==> src/rtl/addsub_pkg.sv <==
// Shared types and helpers for the bit-serial add/subtract datapath.
// Latency: n/a (declarations only).
// Backpressure: n/a (declarations only).
package addsub_pkg;

    // Controller states of the serial adder.
    typedef enum logic [1:0] {
        ST_IDLE  = 2'd0,
        ST_SHIFT = 2'd1,
        ST_DONE  = 2'd2
    } state_t;

    // Bit-counter width for a given operand width (CNT_W = clog2(WIDTH)).
    // The counter only has to reach WIDTH-1.
    function automatic int cnt_w(input int width);
        return (width < 2) ? 1 : $clog2(width);
    endfunction

endpackage

==> src/rtl/serial_fa_cell.sv <==
// One-bit full adder with the carry/borrow held in a single flop between bits.
// Latency: sum bit s is combinational; carry_q updates on the clock edge.
// Backpressure: none; the carry advances only when en is high.
//
// Ports:
//   clk, reset : clock, asynchronous active-high reset (carry cleared)
//   load, init : synchronous preload of the carry flop (init = sub for a-b)
//   en         : advance carry by one bit position
//   a, b       : current operand bits
//   s          : sum bit for the current position
//   carry_q    : carry into the current bit position
module serial_fa_cell (
    input  logic clk,
    input  logic reset,
    input  logic load,
    input  logic init,
    input  logic en,
    input  logic a,
    input  logic b,
    output logic s,
    output logic carry_q
);

    assign s = a ^ b ^ carry_q;

    always_ff @(posedge clk or posedge reset) begin
        if (reset) begin
            carry_q <= 1'b0;
        end else if (load) begin
            carry_q <= init;
        end else if (en) begin
            carry_q <= (a & b) | (a & carry_q) | (b & carry_q);
        end
    end

endmodule

==> src/rtl/serial_addsub.sv <==
// Bit-serial two's-complement a+b / a-b, one bit per clock, LSB first.
// Latency: WIDTH edges from accepting edge to done; one op per WIDTH+2 cycles.
// Backpressure: none; start is only sampled in IDLE, requests while busy are dropped.
//
// Ports:
//   clk, reset    : clock, asynchronous active-high reset
//   start, sub    : request strobe and op select (0 = a+b, 1 = a-b), sampled in IDLE
//   a, b          : operands, sampled with start
//   busy          : high while bits are being processed
//   done          : one-cycle pulse once sum/cout/ovf hold the new result
//   sum, cout, ovf: result, carry out (sub: 1 = no borrow), signed overflow
module serial_addsub
    import addsub_pkg::*;
#(
    parameter int WIDTH = 8
) (
    input  logic             clk,
    input  logic             reset,
    input  logic             start,
    input  logic             sub,
    input  logic [WIDTH-1:0] a,
    input  logic [WIDTH-1:0] b,
    output logic             busy,
    output logic             done,
    output logic [WIDTH-1:0] sum,
    output logic             cout,
    output logic             ovf
);

    localparam int CNT_W = cnt_w(WIDTH);

    state_t           state;
    state_t           state_nxt;
    logic             load;
    logic             shift_en;
    logic             last;
    logic [WIDTH-1:0] op_a;
    logic [WIDTH-1:0] op_b;
    logic [WIDTH-1:0] acc;
    logic [CNT_W-1:0] cnt;
    logic             s;
    logic             carry_q;
    logic             carry_out;

    serial_fa_cell u_fa (
        .clk     (clk),
        .reset   (reset),
        .load    (load),
        .init    (sub),
        .en      (shift_en),
        .a       (op_a[0]),
        .b       (op_b[0]),
        .s       (s),
        .carry_q (carry_q)
    );

    // Carry leaving the current bit; on the MSB edge this is the final cout,
    // while carry_q is still the carry into the MSB.
    assign carry_out = (op_a[0] & op_b[0]) | (op_a[0] & carry_q) | (op_b[0] & carry_q);

    always_ff @(posedge clk or posedge reset) begin
        if (reset) begin
            state <= ST_IDLE;
        end else begin
            state <= state_nxt;
        end
    end

    always_comb begin
        state_nxt = state;
        load      = 1'b0;
        shift_en  = 1'b0;
        last      = 1'b0;
        busy      = 1'b0;
        done      = 1'b0;
        case (state)
            ST_IDLE: begin
                if (start) begin
                    load      = 1'b1;
                    state_nxt = ST_SHIFT;
                end
            end
            ST_SHIFT: begin
                busy     = 1'b1;
                shift_en = 1'b1;
                if (cnt == CNT_W'(WIDTH - 1)) begin
                    last      = 1'b1;
                    state_nxt = ST_DONE;
                end
            end
            ST_DONE: begin
                done      = 1'b1;
                state_nxt = ST_IDLE;
            end
            default: state_nxt = ST_IDLE;
        endcase
    end

    always_ff @(posedge clk or posedge reset) begin
        if (reset) begin
            op_a <= '0;
            op_b <= '0;
            acc  <= '0;
            cnt  <= '0;
            sum  <= '0;
            cout <= 1'b0;
            ovf  <= 1'b0;
        end else if (load) begin
            op_a <= a;
            // Subtraction is a + ~b + 1; the +1 comes from the carry preload.
            op_b <= sub ? ~b : b;
            acc  <= '0;
            cnt  <= '0;
        end else if (shift_en) begin
            op_a <= op_a >> 1;
            op_b <= op_b >> 1;
            // Bits enter at the MSB so after WIDTH shifts bit 0 sits at position 0.
            acc  <= {s, acc[WIDTH-1:1]};
            cnt  <= cnt + CNT_W'(1);
            if (last) begin
                sum  <= {s, acc[WIDTH-1:1]};
                cout <= carry_out;
                ovf  <= carry_q ^ carry_out;
            end
        end
    end

endmodule

==> config.mk <==
export PLATFORM = sky130hd
export DESIGN_NAME = serial_addsub
export DESIGN_NICKNAME = d
export VERILOG_FILES = /design/src/rtl/addsub_pkg.sv /design/src/rtl/serial_fa_cell.sv /design/src/rtl/serial_addsub.sv
export SDC_FILE = /design/constraint.sdc
export NUM_CORES = 1
export LEC_CHECK = 0
export ABC_AREA = 1
export CORE_MARGIN = 2
export CORE_UTILIZATION = 55
export DETAILED_ROUTE_END_ITERATION = 7
export HOLD_SLACK_MARGIN = 0.15
export PLACE_DENSITY = 0.84
export SYNTH_ARGS = -nofsm -noshare
export SYNTH_HDL_FRONTEND = slang
export SYNTH_SLANG_ARGS = --single-unit
==> constraint.sdc <==
create_clock -name clk -period 3.2 [get_ports clk]
set_clock_uncertainty 0.05 [all_clocks]
set_input_delay 0.32 -clock clk [delete_from_list [all_inputs] [get_ports clk]]
set_output_delay 0.32 -clock clk [all_outputs]
set_load 0.05 [all_outputs]
==> results of run 1 <==
## routing by layer
metal | wire (um) | track usage | vias to the layer above | share of wire
li1 | - | - | 664 | -
met1 | 1360 | 0.241 | 597 | 0.45
met2 | 1430 | 0.337 | 37 | 0.48
met3 | 169 | 0.0693 | 6 | 0.057
met4 | 34 | 0.0476 | 0 | 0.011
met5 | 0 | 0 | - | 0
## sequential cells by signal (all words and copies together) (netlist names)
name / count
op_a: 8
acc: 7
op_b: 8
cnt: 3
cout: 1
sum: 8
ovf: 1
u_fa.carry_q: 1
state: 2
## stage by stage
stage                util  hold WS, ns
floorplan               -        0.387
global placement    0.670        0.408
finish              0.686        0.331
CTS                 0.686        0.343
detailed placement  0.670        0.419
global route        0.686        0.395
## power by group
group          leakage, nW  internal [W]  switching (W)
clock               0.0293     0.0000857       0.000152
sequential           0.500      0.000696       0.000109
combinational        0.490      0.000304       0.000563
total                 1.02       0.00108       0.000823
## cell usage in the layout, fill, tap and decap left out
| cell type | count |
|---|---|
| nand2_1 | 76 |
| dfrtp_1 | 39 |
| clkdlybuf4s50_1 | 31 |
| nand3_1 | 15 |
| inv_1 | 15 |
| o21ai_0 | 10 |
| o22ai_1 | 7 |
| xor2_1 | 5 |
| clkbuf_4 | 5 |
| inv_2 | 3 |
| nor2_1 | 3 |
| nand2_2 | 2 |
| xnor2_1 | 2 |
| ha_1 | 2 |
| clkbuf_1 | 2 |
| nor2_2 | 1 |
| o21ai_1 | 1 |
| a21oi_1 | 1 |
| o211ai_1 | 1 |
| fa_1 | 1 |
| clkinv_2 | 1 |
| buf_4 | 1 |
## final timing paths
kind                       slack (ns)  endpoint     start  cells after the start
min in group clk                 0.44    cnt[0]    cnt[0]                      1
max                              0.74      busy  state[0]                      3
max in group asynchronous        2.43    sum[6]     reset                      3
min reg2reg                      0.44    cnt[0]    cnt[0]                      1
min                              0.33   op_b[4]     reset                      3
max reg2reg                      1.48    sum[7]  state[0]                      5
## worst max-delay path, cell delays in order, from the launching register on
cell and delay (ns):
dfrtp_1 0.44, nand2_2 0.18, inv_2 0.27, clkdlybuf4s50_1 0.86
## cell type report
class                      count  share of cell area
clock inverter                 1             0.00243
timing repair buffer          32               0.154
sequential                    39               0.474
multi-input combinational    127               0.295
clock buffer                   7              0.0219
tap                           33              0.0200
inverter                      18              0.0328
## cell families (layout without fill, tap and decap cells)
group | Yosys count | count (layout) | share of synthesized area
fa+ha+maj | 3 | 3 | 0.0264
xor+xnor | 7 | 7 | 0.0360
buf+inv | 26 | 58 | 0.0705
simple gates | 97 | 97 | 0.229
flops | 39 | 39 | 0.573
compound gates | 20 | 20 | 0.0653
==> summary.txt, run 1 <==
Status
  • Status: finished, final reports clean

Worst hold path
  • Worst hold path type: primary input to async pin

Routing
  • 1st-pass router iterations: 4
  • DR iter-0 viols: just over 60
  • Final WL: 2.99 mm
  • Vias: 1304
  • DR WL/cell: 11.6 um
  • Via/cell ratio: just over 5
  • ANT nets after route: 0
  • DRC Markers: 0

Placed design
  • Dpl cell area: a little over 2000 sq um
  • Detailed Place HPWL: 2.05 mm
  • Port bufs: 31
  • Final GP Congestion: 0.740
  • Placed cell count: 249
  • Pre-CTS setup slack: 1.12 ns

Worst setup path
  • Critical path endpoint category: output port
  • Crit Path Class: flop to output port
  • CP Data Required Time: 2.83 ns
  • Worst Setup Start Kind: flop
  • Arrival @ worst endpoint: 2.09 ns
  • Crit path max fanout: 18

Floorplan
  • Num rows: 20
  • IO Pins: 32
  • Die W: 59.7 um
  • Die area: about 3600 sq um
  • Initial Utilization: 0.567
  • CORE AREA: 3000 sq um
  • Die Height: 59.7 um

Timing
  • Setup ws final: 0.741 ns
  • Slew HR: 0.605
  • RSZ-0062 raised after global routing: false
  • Max Slew Vio Count: 0
  • F_max: 407 MHz
  • Minimum clock period: approximately 2.5 ns
  • Fin crit share: 0.768
  • Final hold violations: 0
  • TNS Setup: 0 ns
  • Worst-Margin Slew: 0.592 ns
  • Setup Viol. Count Final: 0

Logic synthesis
  • Main synth FF type: dfrtp_1
  • Cell variety after synth: 19
  • Most frequent cells after synthesis: 76 x nand2_1, 39 x dfrtp_1, 15 x inv_1, 15 x nand3_1, 10 x o21ai_0
  • FFs w/ async S/R, synth: 1.00
  • Avg Inst Size Synth: 8.88 sq um
  • Cells after Synth: 192
  • YS warnings: 0
  • Leading area contributor after synthesis: dfrtp_1
  • Mapped cell area: roughly 1700 sq um
  • Top-count cell post-synth: nand2_1
  • Register area share after synthesis: 0.573
  • Ranking of synthesized cells by area: dfrtp_1 57%, nand2_1 17%, nand3_1 4.4%
  • Net Count, Synth: ~220
  • EDFF count, synth: 0
  • Top cell type's share of synthesized area: 0.573
  • #FFs+latches synth: 39

CTS
  • Post_cts resized: 0
  • Worst-Skew Late Latency: around 0.34 ns
  • Clock tree buffer depth: 2
  • Clock-pin slew reported for the worst setup and hold paths after clock tree synthesis: about 0.11 ns
  • Number of buffers created by CTS: 5
  • H-tree Lvls: 2
  • Postcts setup bufs: 0
  • Hold_buf cts: 0
  • CTS tree: done
  • Clk sinks: 39
  • CTS root buf: clkbuf_4

Pwr
  • Total power: 0.00191 W
  • Peak VDD IR: 0.534 mV
  • Leak: between 1 and 1.5 nW
  • Power per standard cell area: 926 nW/um^2

Layout
  • Final #Nets: 246
  • Non-Filler Instances: 257
  • Post-route cell area: 2060 sq um
  • Multi-input gate area: 608 sq um
  • Layout cells sized above 1: 0.0580
  • Fill count: 240
  • Reg area: 976 sq um
  • Area grow syn2layout: 20.9%
  • Ant. Diodes: 0

Global routing
  • Overall track demand over capacity in global routing: 0.198
  • Number of global-route vias before repair: roughly 1200
  • Pin count of the biggest net entering global routing: 40
  • First-pass GRT wire length: 5.29 mm
  • GR Overflow Total: 0
  • Initial antenna violation count: 0

Flow run
  • Max cap viols: 0
No activity file was read; power rests on OpenSTA's default activity.
==> inputs of run 2 (changes only) <==
--- a/config.mk
+++ b/config.mk
@@ -7,10 +7,10 @@
 export LEC_CHECK = 0
 export ABC_AREA = 1
 export CORE_MARGIN = 2
-export CORE_UTILIZATION = 55
+export CORE_UTILIZATION = 46
 export DETAILED_ROUTE_END_ITERATION = 7
 export HOLD_SLACK_MARGIN = 0.15
-export PLACE_DENSITY = 0.84
+export PLACE_DENSITY = 0.75
 export SYNTH_ARGS = -nofsm -noshare
 export SYNTH_HDL_FRONTEND = slang
 export SYNTH_SLANG_ARGS = --single-unit
==> constraint.sdc (replaced) <==
create_clock -name clk -period 1.99 [get_ports clk]
set_clock_uncertainty 0.05 [all_clocks]
set_input_delay 0.199 -clock clk [delete_from_list [all_inputs] [get_ports clk]]
set_output_delay 0.199 -clock clk [all_outputs]
set_load 0.05 [all_outputs]
==> summary.txt, run 2 (synthesis results as in run 1) <==
Status
  • Status: finished, final reports clean (unchanged)

Floorplan
  • Num rows: 22 (was 20)
  • Die W: 64.9 um (was 59.7 um)
  • Die Height: 64.9 um (was 59.7 um)
  • IO Pins: 32 (unchanged)
  • Die area: 4210 sq um (was 3560 sq um)
  • CORE AREA: 3610 sq um (was 3000 sq um)
  • Initial Utilization: 0.473 (was 0.567)

CTS
  • CTS tree: done (unchanged)
  • H-tree Lvls: 2 (unchanged)
  • Hold_buf cts: 0 (unchanged)
  • Number of buffers created by CTS: 5 (unchanged)
  • Postcts setup bufs: 0 (unchanged)
  • Clock-pin slew reported for the worst setup and hold paths after clock tree synthesis: 0.07 ns (was 0.11 ns)
  • Worst-Skew Late Latency: 0.29 ns (was 0.34 ns)
  • Post_cts resized: 0 (unchanged)
  • Clock tree buffer depth: 2 (unchanged)
  • CTS root buf: clkbuf_8 (was clkbuf_4)
  • Clk sinks: 39 (unchanged)

Timing
  • Hold Worst Slack: 0.264 ns (was 0.331 ns)
  • Setup Viol. Count Final: 0 (unchanged)
  • TNS Setup: 0 ns (unchanged)
  • Minimum clock period: 1.90 ns
  • Setup ws final: 0.0855 ns (was 0.741 ns)
  • Final hold violations: 0 (unchanged)
  • F_max: between 500 and 600 MHz
  • Worst-Margin Slew: 0.495 ns (was 0.592 ns)
  • Max Slew Vio Count: 0 (unchanged)
  • Fin crit share: 0.957
  • RSZ-0062 raised after global routing: false (unchanged)
  • Slew HR: 0.669 (was 0.605)

Worst setup path
  • Crit Path Class: flop to output port (unchanged)
  • Critical path endpoint category: output port (unchanged)
  • CP Data Required Time: 1.74 ns (was 2.83 ns)
  • Arrival @ worst endpoint: 1.66 ns (was 2.09 ns)
  • Worst Setup Start Kind: flop (unchanged)
  • Crit path max fanout: 4 (was 18)
  • R2r worst-path depth: 7 (was 5)

Global routing
  • Number of global-route vias before repair: 1257 (was 1228)
  • Initial antenna violation count: 0 (unchanged)
  • Pin count of the biggest net entering global routing: 40 (unchanged)
  • Overall track demand over capacity in global routing: 0.169 (was 0.198)
  • First-pass GRT wire length: 5.51 mm (was 5.29 mm)
  • GR Overflow Total: 0 (unchanged)

Worst hold path
  • Worst hold path type: primary input to async pin (unchanged)

Pwr
  • Leak: 1.08 nW (was 1.02 nW)
  • Switching share of power: 0.385 (was 0.431)
  • Pint: 0.00216 W (was 0.00108 W)
  • Psw: 0.00136 W (was 0.000823 W)
  • Power per standard cell area: 1600 nW/um^2 (was 926 nW/um^2)
  • Combinational power share: 0.414 (was 0.454)
  • Total power: 0.00352 W (was 0.00191 W)
  • Clk pwr share: 0.218 (was 0.124)
  • Reg power frac: 0.368 (was 0.421)
  • Peak VDD IR: 0.897 mV (was 0.534 mV)

Placed design
  • Port bufs: 31 (unchanged)
  • Final GP Congestion: 0.768 (was 0.740)
  • Detailed Place HPWL: 2.09 mm (was 2.05 mm)
  • Pre-CTS setup slack: 0.356 ns (was 1.12 ns)

Routing
  • 1st-pass router iterations: 4 (unchanged)
  • DRC Markers: 0 (unchanged)
  • Vias: 1297 (was 1304)
  • DR WL/cell: 10.9 um (was 11.6 um)
  • Via/cell ratio: 4.72 (was 5.07)
  • ANT nets after route: 0 (unchanged)
  • DR iter-0 viols: 44 (was 61)
  • Final WL: 2.99 mm (about the same)

Layout
  • Final #Nets: 249 (was 246)
  • Fin util: 0.609 (was 0.686)
  • Ant. Diodes: 0 (unchanged)
  • Commonest non-fill, non-tap cell in the layout: nand2_1 (unchanged)
  • Most frequent cells in the layout: 76 x nand2_1, 39 x dfrtp_1, 30 x clkdlybuf4s50_1, 15 x nand3_1, 15 x inv_1 (was 76 x nand2_1, 39 x dfrtp_1, 31 x clkdlybuf4s50_1, 15 x nand3_1, 15 x inv_1)
  • Area grow syn2layout: 28.8% (was 20.9%)
  • Fill count: 318 (was 240)
  • Top Registers: op_a x8, op_b x8, sum x8 (unchanged)
  • Layout cells sized above 1: 0.0793 (was 0.0580)

Flow run
  • Max cap viols: 0 (unchanged)
[run 2: final cells by class]
cell class                 count  area, sq um  area share
timing repair buffer          35          350       0.160
clock buffer                   6         72.6      0.0331
clock inverter                 2         60.1      0.0274
multi-input combinational    127          608       0.277
tap                           48         60.1      0.0274
inverter                      18         67.6      0.0308
sequential                    39          976       0.445
[run 2: power groups by stage]
stage | logic [W] | clock network, W | registers, W
2_1_floorplan | 0.000750 | 0 | 0.00160
3_3_place_gp | 0.00145 | 0 | 0.00129
3_5_place_dp | 0.00148 | 0 | 0.00130
4_1_cts | 0.00148 | 0.000778 | 0.00130
5_1_grt | 0.00164 | 0.000823 | 0.00133
6_report | 0.00146 | 0.000767 | 0.00129
[run 2: per-layer routing]
metal | routed length [um] | GRT usage | vias to the layer above
li1 | - | - | 668
met1 | 1400 | 0.217 | 593
met2 | 1420 | 0.278 | 30
met3 | 120 | 0.0399 | 6
met4 | 40 | 0.0612 | 0
met5 | 0 | 0 | -
[run 2: worst max-delay path, cell delays in order, from the launching register on]
cell	delay, ns
dfrtp_1	0.42
nor2_1	0.14
clkdlybuf4s50_1	0.81
[run 2: worst paths after layout]
kind	slack, ns	endpoint	from
max	0.09	done	state[0]
min	0.26	op_b[6]	reset
max reg2reg	0.58	cout	cnt[0]
min reg2reg	0.43	cnt[1]	cnt[1]
max in group asynchronous	1.28	cnt[1]	reset
min in group clk	0.40	op_a[7]	a[7]
[run 2: per-stage QoR]
step | std cells | cell area, sq um
2_1_floorplan | 192 | 1700
6_report | 275 | 2190
4_1_cts | 275 | 2190
5_1_grt | 275 | 2190
3_3_place_gp | 267 | 2060
3_5_place_dp | 267 | 2060
==> inputs of run 3 (changes only) <==
--- a/config.mk
+++ b/config.mk
@@ -10,7 +10,7 @@
 export CORE_UTILIZATION = 46
 export DETAILED_ROUTE_END_ITERATION = 7
 export HOLD_SLACK_MARGIN = 0.15
-export PLACE_DENSITY = 0.75
+export PLACE_DENSITY_LB_ADDON = 0.12
 export SYNTH_ARGS = -nofsm -noshare
 export SYNTH_HDL_FRONTEND = slang
 export SYNTH_SLANG_ARGS = --single-unit
==> summary.txt, run 3 (synthesis results as in run 1) <==
Pwr
  • Pint: 0.00198 W (was 0.00216 W)
  • Psw: 0.00135 W (was 0.00136 W)
  • Leak: 1.06 nW (was 1.08 nW)
  • Peak VDD IR: 0.535 mV (was 0.897 mV)
  • Clk pwr share: 0.171 (was 0.218)
  • Switching share of power: 0.406 (was 0.385)
  • Combinational power share: 0.440 (was 0.414)
  • Power per standard cell area: 1540 nW/um^2 (was 1600 nW/um^2)
  • Reg power frac: 0.389 (was 0.368)
  • Total power: 0.00333 W (was 0.00352 W)

Floorplan
  • Die W: 64.9 um (unchanged)
  • Die Height: 64.9 um (unchanged)
  • Initial Utilization: 0.473 (unchanged)
  • CORE AREA: 3610 sq um (unchanged)
  • Die area: 4210 sq um (unchanged)
  • Num rows: 22 (unchanged)
  • IO Pins: 32 (unchanged)

Global routing
  • Met2 Resource Use GR: 0.289 (was 0.278)
  • GR Util met1: 0.207 (was 0.217)
  • Pin count of the biggest net entering global routing: 40 (unchanged)
  • Overall track demand over capacity in global routing: 0.174 (was 0.169)
  • Number of global-route vias before repair: 1282 (was 1257)
  • First-pass GRT wire length: 5.56 mm (was 5.51 mm)
  • Grt peak-use layer: met2 (unchanged)
  • GR Overflow Total: 0 (unchanged)
  • Initial antenna violation count: 0 (unchanged)
  • Routing usage on met3: 0.0486 (was 0.0399)

Layout
  • Ant. Diodes: 0 (unchanged)
  • Reg area: 976 sq um (unchanged)
  • Multi-input gate area: 608 sq um (unchanged)
  • Non-Filler Instances: 275 (unchanged)
  • Top Registers: op_a x8, op_b x8, sum x8 (unchanged)
  • Commonest non-fill, non-tap cell in the layout: nand2_1 (unchanged)
  • Final #Nets: 249 (unchanged)
  • Fin util: 0.600 (was 0.609)
  • Most frequent cells in the layout: 76 x nand2_1, 39 x dfrtp_1, 30 x clkdlybuf4s50_1, 15 x nand3_1, 15 x inv_1 (unchanged)
  • Fill count: 341 (was 318)
  • Layout cells sized above 1: 0.0793 (unchanged)
  • Area grow syn2layout: 26.9% (was 28.8%)

Worst setup path
  • CP startpoint: state[0] (unchanged)
  • Worst r2r src: state[0] (was cnt[0])
  • Worst path slowest cell: clkdlybuf4s50_1 (unchanged)
  • CP max stage delay: 0.80 ns (was 0.81 ns)
  • Critical path endpoint category: output port (unchanged)
  • CP Data Required Time: 1.74 ns (about the same)
  • Critical-path cell list: nor2_1, clkdlybuf4s50_1 (unchanged)
  • FF-to-FF setup slack: 0.53 ns (was 0.58 ns)
  • CP bufs+invs: 1 (unchanged)
  • Crit path max fanout: 4 (unchanged)
  • Arrival @ worst endpoint: 1.63 ns (was 1.66 ns)
  • Critical path's top delay family: buffers and inverters (unchanged)
  • WP depth: 2 (unchanged)
  • R2r worst-path depth: 5 (was 7)
  • Crit Path Class: flop to output port (unchanged)
  • Worst Setup Start Kind: flop (unchanged)
  • Reg2reg end: op_b[6] (was cout)

CTS
  • CTS root buf: clkbuf_8 (unchanged)
  • Clk sinks: 39 (unchanged)
  • Clock tree buffer depth: 2 (unchanged)
  • CTS tree: done (unchanged)
  • Post_cts resized: 0 (unchanged)
  • Clock-pin slew reported for the worst setup and hold paths after clock tree synthesis: 0.07 ns (about the same)
  • Number of buffers created by CTS: 5 (unchanged)
  • Hold_buf cts: 0 (unchanged)
  • Postcts setup bufs: 0 (unchanged)
  • H-tree Lvls: 2 (unchanged)
  • Worst-Skew Late Latency: 0.29 ns (about the same)

Routing
  • 1st-pass router iterations: 4 (unchanged)
  • ANT nets after route: 0 (unchanged)
  • DRC Markers: 0 (unchanged)
  • Final WL: 3.07 mm (was 2.99 mm)
  • DR iter-0 viols: 68 (was 44)
  • DR WL/cell: 11.2 um (was 10.9 um)
  • Via/cell ratio: 4.81 (was 4.72)
  • Vias: 1322 (was 1297)

Placed design
  • Detailed Place HPWL: 2.16 mm (was 2.09 mm)
  • Pre-CTS setup slack: 0.406 ns (was 0.356 ns)
  • Port bufs: 31 (unchanged)
  • Final GP Congestion: 0.720 (was 0.768)
  • Placed cell count: 267 (unchanged)

Timing
  • Fin crit share: 0.943 (was 0.957)
  • Setup ws final: 0.114 ns (was 0.0855 ns)
  • TNS Setup: 0 ns (unchanged)
  • Setup Viol. Count Final: 0 (unchanged)
  • F_max: 533 MHz (was 525 MHz)
  • Worst-Margin Slew: 0.493 ns (was 0.495 ns)
  • Max Slew Vio Count: 0 (unchanged)
  • Slew HR: 0.671 (was 0.669)
  • Final hold violations: 0 (unchanged)
  • RSZ-0062 raised after global routing: false (unchanged)
  • Minimum clock period: 1.88 ns (was 1.90 ns)

Status
  • Status: finished, final reports clean (unchanged)

Worst hold path
  • Worst hold path type: primary input to async pin (unchanged)

Flow run
  • Max cap viols: 0 (unchanged)
-- run 3: per-layer routing --
layer | routed length, um | vias to the layer above
met4 | 67 | 0
met3 | 150 | 7
met1 | 1370 | 622
met2 | 1480 | 28
met5 | 0 | -
li1 | - | 665
-- run 3: area by class of cell --
class                   count  share of cell area
clock buffers               8              0.0463
inverters                  18              0.0313
multi-input cells         127               0.281
flip-flops and latches     39               0.451
well taps                  48              0.0278
repair buffers             35               0.162
-- run 3: stage by stage --
stage,hold WS [ns],area (sq um)
after floorplan,0.266,1700
after global placement,0.406,2060
after detailed placement,0.416,2060
after CTS,0.286,2160
after global routing,0.356,2160
final,0.263,2160
-- run 3: how the worst max path moves through the flow --
stage | to | slack, ns
6_report | done | 0.11
5_1_grt | done | 0.04
4_1_cts | done | 0.1
3_5_place_dp | op_b[6] | 0.41
3_3_place_gp | done | 0.43
2_1_floorplan | done | 0.67
-- run 3: tightest hold or removal path: stages --
cell             delay (ns)
clkdlybuf4s50_1        0.39
inv_1                  0.05
buf_4                  0.40
-- run 3: power by group through the flow --
| stage | Sequential, W | Combinational [W] | Clock [W] |
|---|---|---|---|
| after floorplan | 0.00160 | 0.000750 | 0 |
| after global placement | 0.00129 | 0.00144 | 0 |
| after detailed placement | 0.00131 | 0.00148 | 0 |
| after CTS | 0.00130 | 0.00148 | 0.000585 |
| after global routing | 0.00134 | 0.00163 | 0.000626 |
| final | 0.00129 | 0.00146 | 0.000570 |
